`src/rtl/lenet_pkg.sv`:
```
// Shared definitions for the LeNet output checker: FSM state encoding, LED
// status codes and the saturating mismatch-count adder.
package lenet_pkg;

  typedef enum logic [2:0] {
    ST_IDLE  = 3'd0,
    ST_CHECK = 3'd1,
    ST_DRAIN = 3'd2,
    ST_PASS  = 3'd3,
    ST_FAIL  = 3'd4
  } chk_state_e;

  localparam logic [7:0] LED_PASS = 8'hAA;
  localparam logic [7:0] LED_OFF  = 8'h00;

  // Up to two mismatch events can land in one cycle (late compare plus overflow).
  function automatic logic [15:0] sat_add16(input logic [15:0] a, input logic [1:0] b);
    logic [16:0] s;
    s = {1'b0, a} + {15'b0, b};
    return s[16] ? 16'hFFFF : s[15:0];
  endfunction

endpackage

```
`src/rtl/output_checker_mismatch_capture.sv`:
```
// First-error latch and saturating mismatch counter for output_checker.
// Compare mismatches take priority over overflow, which takes priority over timeout.
module mismatch_capture
  import lenet_pkg::*;
#(
  parameter int DATA_W = 8,
  parameter int IDX_W  = 8
) (
  input  logic                     clk,
  input  logic                     rst,
  input  logic                     clr_i,
  input  logic                     cmp_mis_i,
  input  logic [IDX_W-1:0]         cmp_idx_i,
  input  logic signed [DATA_W-1:0] cmp_act_i,
  input  logic signed [DATA_W-1:0] cmp_exp_i,
  input  logic                     ovf_i,
  input  logic [IDX_W-1:0]         ovf_idx_i,
  input  logic signed [DATA_W-1:0] ovf_act_i,
  input  logic                     tmo_i,
  input  logic [IDX_W-1:0]         tmo_idx_i,
  output logic [15:0]              count_o,
  output logic [IDX_W-1:0]         err_index_o,
  output logic signed [DATA_W-1:0] err_actual_o,
  output logic signed [DATA_W-1:0] err_expected_o
);

  logic [15:0]              count_q, count_d;
  logic                     have_q, have_d;
  logic [IDX_W-1:0]         idx_q, idx_d;
  logic signed [DATA_W-1:0] act_q, act_d;
  logic signed [DATA_W-1:0] exp_q, exp_d;
  logic [1:0]               inc;

  always_comb begin
    inc     = {1'b0, cmp_mis_i} + {1'b0, ovf_i};
    count_d = sat_add16(count_q, inc);
    have_d  = have_q;
    idx_d   = idx_q;
    act_d   = act_q;
    exp_d   = exp_q;
    if (!have_q) begin
      if (cmp_mis_i) begin
        have_d = 1'b1;
        idx_d  = cmp_idx_i;
        act_d  = cmp_act_i;
        exp_d  = cmp_exp_i;
      end else if (ovf_i) begin
        have_d = 1'b1;
        idx_d  = ovf_idx_i;
        act_d  = ovf_act_i;
        exp_d  = '0;
      end else if (tmo_i) begin
        have_d = 1'b1;
        idx_d  = tmo_idx_i;
        act_d  = '0;
        exp_d  = '0;
      end
    end
    if (clr_i) begin
      count_d = '0;
      have_d  = 1'b0;
      idx_d   = '0;
      act_d   = '0;
      exp_d   = '0;
    end
  end

  always_ff @(posedge clk) begin
    if (rst) begin
      count_q <= '0;
      have_q  <= 1'b0;
      idx_q   <= '0;
      act_q   <= '0;
      exp_q   <= '0;
    end else begin
      count_q <= count_d;
      have_q  <= have_d;
      idx_q   <= idx_d;
      act_q   <= act_d;
      exp_q   <= exp_d;
    end
  end

  assign count_o        = count_q;
  assign err_index_o    = idx_q;
  assign err_actual_o   = act_q;
  assign err_expected_o = exp_q;

endmodule

```
`config.mk`:
```
export PLATFORM = sky130hd
export DESIGN_NAME = mismatch_capture
export DESIGN_NICKNAME = d
export VERILOG_FILES = /design/src/rtl/lenet_pkg.sv /design/src/rtl/output_checker_mismatch_capture.sv
export SDC_FILE = /design/constraint.sdc
export NUM_CORES = 1
export LEC_CHECK = 0
export CAP_MARGIN = 10
export CORE_UTILIZATION = 30
export DETAILED_ROUTE_END_ITERATION = 8
export PLACE_DENSITY = 0.59
export SETUP_SLACK_MARGIN = 0.1
export SYNTH_ARGS = -nofsm -noshare
export SYNTH_HDL_FRONTEND = slang
export SYNTH_SLANG_ARGS = --single-unit
```
`constraint.sdc`:
```
create_clock -name clk -period 6.4 [get_ports clk]
set_input_delay 1.6 -clock clk [delete_from_list [all_inputs] [get_ports clk]]
set_output_delay 1.6 -clock clk [all_outputs]
set_load 0.01 [all_outputs]
```
### Word level (Yosys, flattened, before mapping)

Index checks and enable logic that the tools add are counted.

| cells by class | value |
|---|---|
| div/mod/pow operators | 0 |
| multiplexer cells | 13 |
| bitwise gates (word level) | 1 |
| shifts and indexed selects | 0 |
| $lt $le $gt $ge | 0 |
| add/sub/neg operators | 2 |
| equal/unequal tests | 0 |
| multipliers | 0 |
| reduce and logical (&&, ||, !) cells | 3 |

Operator list:

| cell | number |
|---|---|
| 8-bit two-way mux | 8 |
| 16-bit by 2-bit adder with 17-bit output | 1 |
| 16-bit two-way mux | 1 |
| 1-bit two-way mux | 4 |
| 3-bit nonzero test | 1 |
| 1-bit by 1-bit adder with 2-bit output | 1 |
| 2-bit AND reduction | 1 |
| 2-bit OR reduction | 1 |
| 1-bit inverter | 1 |

| storage, ports and cells | value |
|---|---|
| register bits after elaboration | 41 |
| input port bits | 54 |
| logic and storage cells | 24 |
| memory bits (writable) | 0 |
| latch bits | 0 |
| ROM bits | 0 |
| memories | 0 |
| output and inout bits | 40 |

### Logic depth before layout (Yosys ltp)

Gate-level depths: netlist (run 1).

| depth | value |
|---|---|
| depth after elaboration | 4 |
| depth in mapped cells | 11 |
| mapped depth without buffers | 8 |

### Worst setup path after synthesis (run 1)

OpenSTA, ideal clock, no wires.

| timing path | value |
|---|---|
| kind | input port to flip-flop |
| start point | in cmp_mis_i |
| end point | reg count_q[4], in the netlist count_o[4] |
| arrival time | 3.829 ns |
| buffers on the path | 3 |
| library setup time | 0.072 ns |
| path slack | 2.498 ns |
| cell stages on the path | 11 |
| data required time | 6.328 ns |
| cells stage by stage | buf_2 clkinv_1 clkbuf_1 fa_1 inv_1 ha_1 nand3_2 nor4_4 nand4_4 buf_6 a21oi_4 |

| on the way | value |
|---|---|
| longest elaborated chain between the ends | 3 |

RTL lines:

| what | line | text |
|---|---|---|
| start: declaration | output_checker_mismatch_capture.sv:12 | `input logic cmp_mis_i,` |
| 1-bit by 1-bit adder with 2-bit output | output_checker_mismatch_capture.sv:35 | `inc = {1'b0, cmp_mis_i} + {1'b0, ovf_i};` |
| 16-bit by 2-bit adder with 17-bit output | lenet_pkg.sv:19 | `s = {1'b0, a} + {15'b0, b};` |
| 16-bit two-way mux | lenet_pkg.sv:20 | `return s[16] ? 16'hFFFF : s[15:0];` |
| end signal: assignment | output_checker_mismatch_capture.sv:76 | `count_q <= count_d;` |
| end: declaration | output_checker_mismatch_capture.sv:27 | `logic [15:0] count_q, count_d;` |

Every way passes these cells.
A chain may end at the register's enable or synchronous reset.

### Final worst setup path (run 1)

| timing path | value |
|---|---|
| start point | in cmp_mis_i |
| end point | reg count_q[0], in the netlist count_o[0] |

Same word-level chain as after synthesis.

==> results of run 1 <==
## logic make-up after synthesis
logic type / synth area share, %
adders and majority gates: 1.72
and+or+nand+nor: 20.7
buffers and inverters: 5.61
xor gates and xnor gates: 4.62
AOI/OAI and AO/OA: 19.2
muxes: 4.76
DFF: 43.3
## worst max-delay path, delay by kind of cell
| family | cells | cell delay, ns |
|---|---|---|
| buffers and inverters | 3 | 1.36 |
| and+or+nand+nor | 3 | 0.90 |
| adders and majority gates | 2 | 0.79 |
| AOI/OAI and AO/OA | 1 | 0.23 |
## worst min-delay path by stage
| stage | start | to | slack (ns) | cells after the start |
|---|---|---|---|---|
| after floorplan | have_q | have_q | 0.45 | 2 |
| after detailed placement | err_index_o[1] | err_index_o[1] | 0.45 | 2 |
| final | err_index_o[1] | err_index_o[1] | 0.45 | 2 |
| after global routing | err_index_o[0] | err_index_o[0] | 0.48 | 2 |
| after CTS | err_index_o[1] | err_index_o[1] | 0.46 | 2 |
| after global placement | err_index_o[2] | err_index_o[2] | 0.44 | 2 |
## power by group through the flow
stage | Sequential (mW) | Combinational (mW) | Clock (mW)
after CTS | 0.267 | 0.0938 | 0.162
final | 0.267 | 0.0924 | 0.155
after detailed placement | 0.273 | 0.0937 | 0
after global routing | 0.268 | 0.103 | 0.175
after floorplan | 0.276 | 0.0377 | 0
after global placement | 0.273 | 0.0932 | 0
## cells in the final DEF (no fill, tap or decap), types with 5 or more instances in the layout
master / instances
clkdlybuf4s50_1: 93
dfxtp_1: 41
nor2_1: 23
nand2_1: 19
nor3_1: 14
a21oi_1: 13
mux2i_1: 9
xnor2_1: 9
a21oi_2: 9
inv_1: 8
o211ai_1: 8
a221oi_1: 8
a22oi_1: 8
clkbuf_8: 5
## final cells by class
class                           count  area, sq um
Clock buffer                        5         68.8
Clock inverter                      1         5.00
Fill cell                         566         3070
Inverter                            9         33.8
Multi-Input combinational cell    145          967
Sequential cell                    41          821
Tap cell                           75         93.8
Timing Repair Buffer               93          931
## through the flow
step | util (%) | area (sq um)
after floorplan | - | 1890
after global placement | 47.5 | 2850
after detailed placement | 47.5 | 2850
after CTS | 48.7 | 2920
after global routing | 48.7 | 2920
final | 48.7 | 2920
## flip-flops by register name, indices dropped and copies added, names as in the netlist
| register | count |
|---|---|
| count_o | 16 |
| err_expected_o | 8 |
| err_index_o | 8 |
| err_actual_o | 8 |
| have_q | 1 |
## metal layers
layer,wire length [um],GRT usage [%]
met4,49,4.82
met2,2210,26.7
met3,497,6.67
met5,0,0
met1,2160,18.9
==> reports/qor.csv, run 1 <==
stage,metric,value,unit
setup_path,crit_end,count_o[0],
power_and_ir_drop,vdd_drop_max,106,uV
clocking,clkTransAtPathRegs,0.08,ns
placement,globalplace.congestion,0.708,
logic_synthesis,netlist_top_cells_area,"dfxtp_1 43%, mux2i_1 4.8%, nor2_1 4.6%, a21oi_2 4.2%, xnor2_1 4.2%",
logic_synthesis,synth.most_common_cell,dfxtp_1,
logic_synthesis,yosysUniqueCellTypes,37,
die,die-area,0.00664,sq mm
sta,drv_slew,0,
power_and_ir_drop,p_per_area,176,mW/mm^2
logic_synthesis,synth_seq_area_share,43.3,%
placement,detailed_place_hpwl,3.52,mm
clocking,cts-htree-levels,2,
setup_path,regToRegEndpoint,count_o[0],
die,dieWidth,81.5,um
logic_synthesis,dominantRegCellSynth,dfxtp_1,
die,core_area,0.00599,sq mm
cells_and_area,finalNonFillerCells,369,
die,pin_count,94,
die,start_util,31.6,%
power_and_ir_drop,pwr-share-clk,30.2,%
clocking,post_cts_buffers,0,
placement,port_buffers,93,
sta,grt_setup_unrepaired,no,
detailed_routing,drc,0,
placement,placed_cells,363,
detailed_routing,vias,1802,
detailed_routing,avgViaCountPerCell,4.88,
run_status,outcome,"finished, final reports clean",
detailed_routing,ant_nets,0,
clocking,worst_skew_pair.late_latency,0.28,ns
sta,slew_headroom,29.5,%
logic_synthesis,ys_warn_count,0,
sta,worst_pin_slew,1.05,ns
detailed_routing,drt-wirelength-per-cell,13.3,um
die,rows,28,
cells_and_area,num-nets-final,351,
detailed_routing,finalWirelength,4.91,mm
power_and_ir_drop,total_power,0.515,mW
sta,fin_tns_setup,0,ns
clocking,cts.repair.resized,0,
placement,pre_cts_ws,1.40,ns
setup_path,worstPathRequired,6.61,ns
logic_synthesis,synth_common_cells,"41 x dfxtp_1, 23 x nor2_1, 19 x nand2_1, 14 x nor3_1, 13 x a21oi_1",
sta,fin_skew,0.00297,ns
run,drv_cap,0,
global_routing,antenna_found_initial,0,
power_and_ir_drop,p_comb_share,17.9,%
sta,final_hold_viol_count,0,
setup_path,slowest_delay,0.75,ns
power_and_ir_drop,pwr-share-seq,51.9,%
logic_synthesis,synth_seq_cells,41,
global_routing,grt_pass1_vias,1754,
logic_synthesis,async_flop_share,0,%
power_and_ir_drop,p_sw_share,24.4,%
die,die_h,81.5,um
setup_path,cp-startpoint,cmp_mis_i,
cells_and_area,antenna_cells,0,
logic_synthesis,syn_area,0.00189,sq mm
clocking,root_buffer,clkbuf_8,
sta,min_period_over_period,73.2,%
power_and_ir_drop,leakage,1.02,nW
cells_and_area,drive_above_1_share,8.84,%
clocking,ctsHoldBuffers,0,
sta,timing.hold.ws,0.454,ns
setup_path,cp-start-kind,input pin,
power_and_ir_drop,p_int,0.389,mW
logic_synthesis,yosysTopAreaCell,dfxtp_1,
global_routing,grt_pass1_wl,8.21,mm
sta,period_needed,4.69,ns
cells_and_area,syn2layout_area_growth,54.2,%
setup_path,cp.arrival,4.89,ns
clocking,cts_tree,done,
setup_path,path_cells,"clkdlybuf4s50_1, clkinv_1, fa_1, inv_1, ha_1, nand3_2, nor4_4, nand4_4, a21oi_1",
setup_path,end_kind,flip-flop,
setup_path,worstSetupPathType,in -> reg,
global_routing,grt_start_max_net_pins,42,
logic_synthesis,syn_avg_cell_area,9.11,sq um
clocking,cts_buffers,5,
setup_path,cpMaxStageDelayCell,clkdlybuf4s50_1,
clocking,clockBufferDepth,2,
logic_synthesis,synth_top_area_share,43.3,%
logic_synthesis,synth-edff-count,0,
setup_path,r2r.worst_path.cells,8,
global_routing,grt.overflow.total,0,
detailed_routing,dr.pass1.iters,4,
setup_path,ff2ff_setup_slack,4.12,ns
power_and_ir_drop,switchingPower,0.126,mW
setup_path,timing.rr.start,count_o[0],
sta,fmax,0.213,GHz
min_path,holdCritPathClass,reg -> reg,
logic_synthesis,synth_fp_nets,264,
global_routing,grt_util_all_layers,16.1,%
sta,final.setup.worst_slack,1.71,ns
clocking,clock-sinks,41,
logic_synthesis,netlist_instances,208,
setup_path,path_max_fanout,18,
sta,setup_viol,0,
detailed_routing,drt_iter0_drc,73,
(Power assumes the default switching activity.)
==> inputs of run 2 (changes only) <==
==> constraint.sdc (replaced) <==
create_clock -name clk -period 4.7 [get_ports clk]
set_input_delay 1.175 -clock clk [delete_from_list [all_inputs] [get_ports clk]]
set_output_delay 1.175 -clock clk [all_outputs]
set_load 0.01 [all_outputs]
==> reports/qor.csv, run 2 (synthesized netlist as in run 1, its figures left out) <==
stage,metric,value,unit,change
sta,fin_tns_setup,0,ns,unchanged
setup_path,worstPathRequired,4.92,ns,-1.69 ns
power_and_ir_drop,leakage,1.05,nW,+3.3%
sta,setup_viol,0,,unchanged
placement,port_buffers,93,,unchanged
power_and_ir_drop,p_per_area,262,mW/mm^2,+49%
setup_path,cp-start-kind,input pin,,
cells_and_area,syn2layout_area_growth,57.9,%,
power_and_ir_drop,vdd_drop_max,106,uV,-0.26%
die,start_util,31.6,%,unchanged
global_routing,grt_pass1_vias,1746,,-0.46%
detailed_routing,vias,1829,,+1.5%
sta,fin_skew,0.00721,ns,+0.00423 ns
cells_and_area,largest_reg_flops,16,,unchanged
setup_path,timing.rr.start,count_o[0],,
clocking,cts.repair.resized,0,,unchanged
clocking,clockBufferDepth,2,,unchanged
clocking,worst_skew_pair.late_latency,0.30,ns,+0.02 ns
placement,detailed_place_hpwl,3.67,mm,+4.1%
setup_path,crit_buf_inv,3,,unchanged
clocking,cts-htree-levels,2,,unchanged
setup_path,cp_num_cells,9,,unchanged
cells_and_area,drive_above_1_share,10.7,%,+1.8 points
setup_path,slowest_delay,0.50,ns,-0.25 ns
global_routing,grt_start_max_net_pins,42,,unchanged
min_path,min_from,err_index_o[0],,
detailed_routing,drc,0,,unchanged
die,dieWidth,81.5,um,unchanged
detailed_routing,avgViaCountPerCell,4.88,,-0.13%
die,rows,28,,unchanged
cells_and_area,num-nets-final,355,,+1.1%
sta,worst_pin_slew,0.949,ns,-0.105 ns
setup_path,worstSetupPathType,in -> reg,,
clocking,clkTransAtPathRegs,0.09,ns,about the same
clocking,cts_tree,done,,
setup_path,cpMaxStageDelayCell,clkdlybuf4s50_1,,
clocking,post_cts_buffers,0,,unchanged
sta,slew_headroom,36.7,%,+7.3 points
power_and_ir_drop,total_power,0.784,mW,+52%
clocking,clock-sinks,41,,unchanged
detailed_routing,dr.pass1.iters,4,,unchanged
die,core_area,0.00599,sq mm,unchanged
cells_and_area,final_common_cell,clkdlybuf4s50_1,,
clocking,root_buffer,clkbuf_8,,
detailed_routing,wl_met1,2.21,mm,+2.5%
global_routing,antenna_found_initial,0,,unchanged
clocking,cts_buffers,5,,unchanged
sta,grt_setup_unrepaired,no,,
detailed_routing,finalWirelength,5.03,mm,+2.5%
setup_path,path_delay_family,simple AND/OR/NAND/NOR gates,,
die,die-area,0.00664,sq mm,unchanged
detailed_routing,drt-wirelength-per-cell,13.4,um,+0.89%
global_routing,grt_pass1_wl,8.27,mm,+0.67%
sta,period_needed,3.46,ns,
setup_path,path_cells,"clkdlybuf4s50_1, clkinv_1, fa_1, inv_1, ha_1, nand3_2, nor4_4, nand4_4, a21oi_1",,
setup_path,end_kind,flip-flop,,
sta,final_hold_viol_count,0,,unchanged
clocking,ctsHoldBuffers,0,,unchanged
detailed_routing,route.met3.wl,510,um,+2.6%
die,pin_count,94,,unchanged
cells_and_area,final_cell_mix,"93 x clkdlybuf4s50_1, 41 x dfxtp_1, 23 x nor2_1",,
detailed_routing,ant_nets,0,,unchanged
setup_path,r2r.worst_path.cells,8,,unchanged
cells_and_area,antenna_cells,0,,unchanged
run_status,outcome,"finished, final reports clean",,
detailed_routing,wl_met2,2.26,mm,+2.4%
min_path,holdCritPathClass,reg -> reg,,
sta,min_period_over_period,73.6,%,
run,drv_cap,0,,unchanged
detailed_routing,drt_iter0_drc,52,,-29%
global_routing,grt.overflow.total,0,,unchanged
sta,fmax,0.289,GHz,
placement,globalplace.congestion,0.748,,+5.6%
min_path,whs_path_depth,2,,unchanged
setup_path,cp-startpoint,cmp_mis_i,,
sta,drv_slew,0,,unchanged
detailed_routing,top_layer_used,met4,,
die,die_h,81.5,um,unchanged
setup_path,path_max_fanout,13,,-5
global_routing,grt_util_all_layers,16.5,%,+0.44 points
setup_path,cp.arrival,3.68,ns,-1.21 ns
==> run 2: area by class of cell <==
cell class,instances,area (sq um)
clock buffer,5,68.8
timing repair buffer,97,961
fill,562,3000
sequential,41,821
multi-input combinational,145,967
clock inverter,3,46.3
tap,75,93.8
inverter,9,33.8
==> run 2: layer usage <==
| layer | GRT usage (%) | vias to the layer above |
|---|---|---|
| met5 | 0 | - |
| met4 | 5.36 | 0 |
| met3 | 7.33 | 7 |
| met2 | 26.3 | 68 |
| met1 | 19.8 | 833 |
| li1 | - | 921 |
==> run 2: where the power goes <==
| group | switching, mW | internal (mW) | leakage (nW) | total [mW] |
|---|---|---|---|---|
| Clock | 0.132 | 0.159 | 0.0543 | 0.291 |
| Combinational | 0.0520 | 0.0770 | 0.662 | 0.129 |
| Sequential | 0.00586 | 0.358 | 0.333 | 0.364 |
| Total | 0.190 | 0.594 | 1.05 | 0.784 |
==> run 2: worst min-delay path, stage by stage (launching register included) <==
cell	delay (ns)
dfxtp_1	0.32
nand2_1	0.05
a21oi_1	0.05
==> run 2: through the flow <==
step	cells	util [%]	setup WS (ns)	instance area, sq um	hold WS [ns]
floorplan	208	-	1.22	1890	0.447
global placement	367	48.0	1.01	2880	0.443
detailed placement	367	48.0	0.926	2880	0.446
CTS	375	49.9	1.24	2990	0.458
global route	375	49.9	1.05	2990	0.470
finish	375	49.9	1.24	2990	0.454
==> run 2: worst paths after layout <==
path,end,slack [ns]
setup / recovery,count_o[0],1.24
hold / removal,err_index_o[0],0.45
setup reg to reg,count_o[0],2.40
hold reg to reg,err_index_o[0],0.45
==> inputs of run 3 (changes only) <==
--- a/config.mk
+++ b/config.mk
@@ -8,7 +8,7 @@
 export CAP_MARGIN = 10
 export CORE_UTILIZATION = 30
 export DETAILED_ROUTE_END_ITERATION = 8
-export PLACE_DENSITY = 0.59
+export PLACE_DENSITY = 0.61
 export SETUP_SLACK_MARGIN = 0.1
 export SYNTH_ARGS = -nofsm -noshare
 export SYNTH_HDL_FRONTEND = slang
==> constraint.sdc (replaced) <==
create_clock -name clk -period 3 [get_ports clk]
set_input_delay 0.75 -clock clk [delete_from_list [all_inputs] [get_ports clk]]
set_output_delay 0.75 -clock clk [all_outputs]
set_load 0.01 [all_outputs]
==> reports/qor.csv, run 3 (synthesized netlist as in run 1, its figures left out) <==
stage,metric,value,unit,change
cells_and_area,fin_area,0.00305,sq mm,+2.0%
cells_and_area,syn2layout_area_growth,61.1,%,
setup_path,path_max_fanout,4,,-9
setup_path,cp-startpoint,ovf_i,,
sta,setup_viol,0,,unchanged
sta,fmax,0.365,GHz,
sta,min_period_over_period,91.4,%,
setup_path,cp.arrival,2.90,ns,-0.78 ns
min_path,whs_path_depth,2,,unchanged
power_and_ir_drop,p_int,0.952,mW,+60%
clocking,clockBufferDepth,2,,unchanged
power_and_ir_drop,p_sw_share,23.4,%,-0.83 points
placement,globalplace.congestion,0.715,,-4.4%
clocking,cts_tree,done,,
sta,slew_headroom,26.7,%,-10 points
clocking,cts-htree-levels,2,,unchanged
setup_path,path_cells,"clkdlybuf4s50_1, inv_1, fa_1, inv_1, ha_2, nand3_2, nor4_4, buf_4, and4b_2, nor3_1",,
die,start_util,31.6,%,unchanged
global_routing,grt.overflow.total,0,,unchanged
sta,worst_pin_slew,1.10,ns,+0.147 ns
sta,fin_skew,0.00742,ns,+0.000211 ns
min_path,min_from,err_index_o[0],,
placement,placed_cell_area,0.00293,sq mm,+1.7%
setup_path,cp_num_cells,10,,+1
cells_and_area,largest_reg_flops,16,,unchanged
detailed_routing,drt_iter0_drc,78,,+50%
clocking,worst_skew_pair.late_latency,0.29,ns,about the same
cells_and_area,final_common_cell,clkdlybuf4s50_1,,
setup_path,slowest_delay,0.47,ns,-0.03 ns
cells_and_area,num-nets-final,361,,+1.7%
detailed_routing,drc,0,,unchanged
placement,pre_cts_ws,-0.156,ns,-1.08 ns
cells_and_area,fillers,591,,+5.2%
detailed_routing,ant_nets,0,,unchanged
detailed_routing,avgViaCountPerCell,4.85,,-0.66%
die,rows,28,,unchanged
global_routing,grt_pass1_wl,8.58,mm,+3.8%
cells_and_area,drive_above_1_share,13.1,%,+2.4 points
global_routing,grt_util_all_layers,16.9,%,+0.41 points
power_and_ir_drop,pwr-share-seq,45.8,%,-0.6 points
run_status,outcome,"finished, final reports clean",,
sta,period_needed,2.74,ns,
clocking,clock-sinks,41,,unchanged
global_routing,grt_pass1_vias,1849,,+5.9%
setup_path,end_kind,flip-flop,,
sta,drv_slew,0,,unchanged
min_path,holdCritPathClass,reg -> reg,,
setup_path,cpMaxStageDelayCell,clkdlybuf4s50_1,,
die,die_h,81.5,um,unchanged
cells_and_area,antenna_cells,0,,unchanged
cells_and_area,final_cell_mix,"92 x clkdlybuf4s50_1, 41 x dfxtp_1, 23 x nor2_1",,
sta,final_hold_viol_count,0,,unchanged
power_and_ir_drop,vdd_drop_max,248,uV,+140%
placement,detailed_place_hpwl,3.77,mm,+2.7%
detailed_routing,vias,1846,,+0.93%
detailed_routing,drt-wirelength-per-cell,13.5,um,+0.56%
die,dieWidth,81.5,um,unchanged
power_and_ir_drop,leakage,1.09,nW,+3.7%
detailed_routing,finalWirelength,5.14,mm,+2.2%
die,pin_count,94,,unchanged
power_and_ir_drop,switchingPower,0.291,mW,+53%
detailed_routing,dr.pass1.iters,4,,unchanged
sta,timing.hold.ws,0.456,ns,+0.00158 ns
global_routing,antenna_found_initial,0,,unchanged
sta,grt_setup_unrepaired,no,,
power_and_ir_drop,p_comb_share,16.4,%,about the same
power_and_ir_drop,total_power,1.24,mW,+59%
die,die-area,0.00664,sq mm,unchanged
global_routing,grt_start_max_net_pins,42,,unchanged
setup_path,r2r.worst_path.cells,9,,+1
die,core_area,0.00599,sq mm,unchanged
cells_and_area,final_util,50.9,%,+1.0 points
power_and_ir_drop,pwr-share-clk,37.8,%,+0.7 points
setup_path,worstSetupPathType,in -> reg,,
sta,final.setup.worst_slack,0.258,ns,-0.981 ns
clocking,post_cts_buffers,0,,unchanged
setup_path,cpMostUsedCell,inv_1,,
setup_path,timing.rr.start,count_o[0],,
run,drv_cap,0,,unchanged
clocking,cts_buffers,5,,unchanged
placement,port_buffers,93,,unchanged
setup_path,cp-start-kind,input pin,,
clocking,root_buffer,clkbuf_8,,
clocking,clkTransAtPathRegs,0.08,ns,about the same
setup_path,path_delay_family,buffers and inverters,,
setup_path,worstPathRequired,3.16,ns,-1.76 ns
power_and_ir_drop,p_per_area,408,mW/mm^2,+56%
setup_path,crit_buf_inv,4,,+1
==> run 3: cell types whose count changed in the layout (fill, tap and decap cells not counted) <==
cell / before / now
dlymetal6s2s_1: 0 / 1
clkdlybuf4s50_1: 93 / 92
ha_2: 0 / 1
clkbuf_8: 5 / 6
clkinv_1: 1 / 0
buf_4: 4 / 10
ha_1: 1 / 0
==> run 3: metal layers <==
layer  part of all wire, %  up-vias  track usage [%]
li1                      -      927                -
met1                    41      843             19.4
met2                    47       71             27.9
met3                    11        5             7.44
met4                   1.1        0             5.89
met5                     0        -                0
==> run 3: repair_timing <==
action / in CTS / in global routing
hold buffers: 0 / 0
endpoints found under the setup margin: 0 / 14
resized for setup: 0 / 2
==> run 3: layout make-up <==
cell class / instances / area (sq um) / share of cell area, %
clock buffers: 6 / 82.6 / 2.71
clock inverters: 2 / 37.5 / 1.23
inverters: 9 / 38.8 / 1.27
multi-input cells: 145 / 970 / 31.8
flip-flops and latches: 41 / 821 / 26.9
well taps: 75 / 93.8 / 3.08
repair buffers: 103 / 1010 / 33.0
==> run 3: worst register-to-register path: cells and delay by family, from the launching register on <==
family        cells  cell delay (ns)
buf+inv           3             0.33
fa+ha+maj         2             0.59
flops             1             0.34
simple gates      4             0.71
==> run 3: power groups by stage <==
stage	sequential [mW]	combinational, mW	clock [mW]
final	0.569	0.204	0.470
after floorplan	0.589	0.0821	0
after detailed placement	0.582	0.207	0
after CTS	0.570	0.207	0.486
after global routing	0.572	0.225	0.505
after global placement	0.582	0.205	0
==> run 3: path summary, 6_finish.rpt <==
kind,end,slack (ns)
setup / recovery,count_o[14],0.26
hold / removal,err_index_o[0],0.46
setup reg to reg,count_o[14],0.89
hold reg to reg,err_index_o[0],0.46
==> run 3: through the flow <==
stage	instances	TNS, ns
final	381	0
after global routing	381	0
after CTS	381	0
after detailed placement	373	-1.20
after global placement	373	-0.963
after floorplan	208	0
==> edit, RTL diff (settings of run 3) <==
`DATA_W`: 8 -> 6.
--- a/src/rtl/output_checker_mismatch_capture.sv
+++ b/src/rtl/output_checker_mismatch_capture.sv
@@ -5,3 +5,3 @@
 #(
-  parameter int DATA_W = 8,
+  parameter int DATA_W = 6,
   parameter int IDX_W  = 8
Ports: changed (5 resized); port bits go from 94 to 84. The function was not compared with the original's and may differ.
==> edit against run 3 <==
- routed wire length decreased by 13%
- die area decreased by 8.1%
- setup slack got worse by 0.0025 ns
- sequential cell count decreased by 4
- count of clock-buffer cells in the layout unchanged
- core utilization decreased by 0.35 points
- clock power decreased by 3%
- global-route usage decreased by 1.2 points
- synthesized area decreased by 8.3%
- design area decreased by 8.2%
- total power decreased by 7.5%
==> edit: results <==
set metrics [dict create \
    post_cts_resized 0 \
    post_dp_cell_area_um2 2683 \
    slowest_delay_ns 0.53 \
    ys_seq_area_share_pct 42.65 \
    synth_area_leaders "dfxtp_1 (43%), mux2i_1 (5.2%), a21oi_2 (4.5%), xnor2_1 (4.5%), nand2_1 (4.1%)" \
    worstMarginPinSlew_ns 0.9431 \
    gp_congestion 0.7347 \
    grt_pass1_vias 1647 \
    cts_buffers 5 \
    grt_pass1_wl_um 7431 \
    ys.warnings.count 0 \
    cpMaxStageDelayCell "clkdlybuf4s50_1" \
    vias_per_cell 4.681 \
    vias 1657 \
    antennaDiodeCount 0 \
    largest_register_ffs 16 \
    post-cts-setup-buffers 0 \
    grt_start_max_net_pins 38 \
    antenna_found_initial 0 \
    grtUsageTotal_pct 15.72 \
    clk_pin_slew_ns 0.08 \
    worst_skew_pair.late_latency_ns 0.30 \
    placedCellCount 346 \
    cts_htree_levels 2 \
    synthArstFlopShare_pct 0 \
    status "finished clean" \
    synth_top_area_cell "dfxtp_1" \
    drive_gt1_share_pct 13.83 \
    ir_drop_mv 0.1889 \
    crit_fanout 5 \
    critPathTopFamily "buffers and inverters" \
    fin_nets 331 \
    cts-root-buf "clkbuf_8" \
    n_fill_cell 544 \
    hpwl_um 3292 \
    reg2reg_setup_slack_ns 0.99 \
    clockBufferDepth 2 \
    port_buffers 83 \
    synth.distinct_cells 35 \
    period_share_pct 91.49 \
    cp_data_arrival_time_ns 2.97 \
    syn_area_per_cell_um2 9.045 \
    drt_pass1_iterations 4 \
    leakage_nw 0.9921 \
    drt-total-wl_um 4487 \
    syn_nets 242 \
    hold_path_class "flop to flop" \
    drtIter0Drc 39 \
    clock_skew_ns 0.007545 \
    p_int_mw 0.8832 \
    netlist_top_cells_count "dfxtp_1 (37), nand2_1 (19), nor2_1 (19)" \
]
==> edit: cell types whose count changed in the layout (fill, tap and decap cells not counted), sizes merged <==
cell           delta
a221oi            -2
dlymetal6s2s      -1
nor3              -2
nor2              -4
dfxtp             -4
clkdlybuf4s50     -9
a22oi             -2
==> edit: path summary, 6_finish.rpt <==
| check | end | startpoint | cells after the start |
|---|---|---|---|
| worst max-delay path | count_o[0]$_SDFF_PP0_ | cmp_mis_i | 10 |
| worst min-delay path | err_index_o[3]$_SDFFE_PP0P_ | err_index_o[3]$_SDFFE_PP0P_ | 2 |
| worst max register to register | count_o[0]$_SDFF_PP0_ | count_o[0]$_SDFF_PP0_ | 9 |
| worst min register to register | err_index_o[3]$_SDFFE_PP0P_ | err_index_o[3]$_SDFFE_PP0P_ | 2 |
==> edit: routing by layer <==
layer / track usage [%] / up-vias / part of all wire (%)
li1: - / 859 / -
met1: 17.35 / 738 / 43
met2: 26.40 / 46 / 47
met3: 3.721 / 14 / 5.7
met4: 11.30 / 0 / 4.3
met5: 0 / - / 0
==> edit: layout make-up <==
cell class | count | area share, %
clock inverters | 2 | 1.339
multi-input cells | 135 | 32.37
clock buffers | 6 | 2.946
repair buffers | 93 | 32.32
flip-flops and latches | 37 | 26.43
inverters | 9 | 1.384
well taps | 72 | 3.214
==> edit: kinds of logic after synthesis <==
group / synth area share (%)
AOI/OAI and AO/OA: 19.09
xor gates and xnor gates: 5.044
adders and majority gates: 1.873
buffers and inverters: 5.260
DFF: 42.65
muxes: 5.188
and+or+nand+nor: 20.89
==> edit: stage by stage <==
step | hold WS, ns | setup WS [ns] | utilization, %
2_1_floorplan | 0.4474 | 0.1521 | -
3_3_place_gp | 0.4418 | -0.06443 | 48.42
3_5_place_dp | 0.4491 | -0.09202 | 48.42
4_1_cts | 0.4593 | 0.2235 | 50.59
5_1_grt | 0.4839 | 0.1034 | 50.59
6_report | 0.4535 | 0.2552 | 50.59
==> edit: power groups by stage <==
| stage | combinational [mW] | sequential [mW] | clock, mW |
|---|---|---|---|
| after floorplan | 0.0720 | 0.531 | 0 |
| after global placement | 0.181 | 0.524 | 0 |
| after detailed placement | 0.182 | 0.525 | 0 |
| after CTS | 0.182 | 0.513 | 0.476 |
| after global routing | 0.197 | 0.515 | 0.492 |
| final | 0.179 | 0.513 | 0.458 |
==> edit: worst reg2reg max path, stage by stage (launching register included) <==
cell and delay (ns):
dfxtp_1 0.33, inv_1 0.05, fa_1 0.37, inv_1 0.08, ha_2 0.19, nand3_2 0.10, nor4_4 0.36, nand4_4 0.13
buf_4 0.18, a21oi_1 0.14
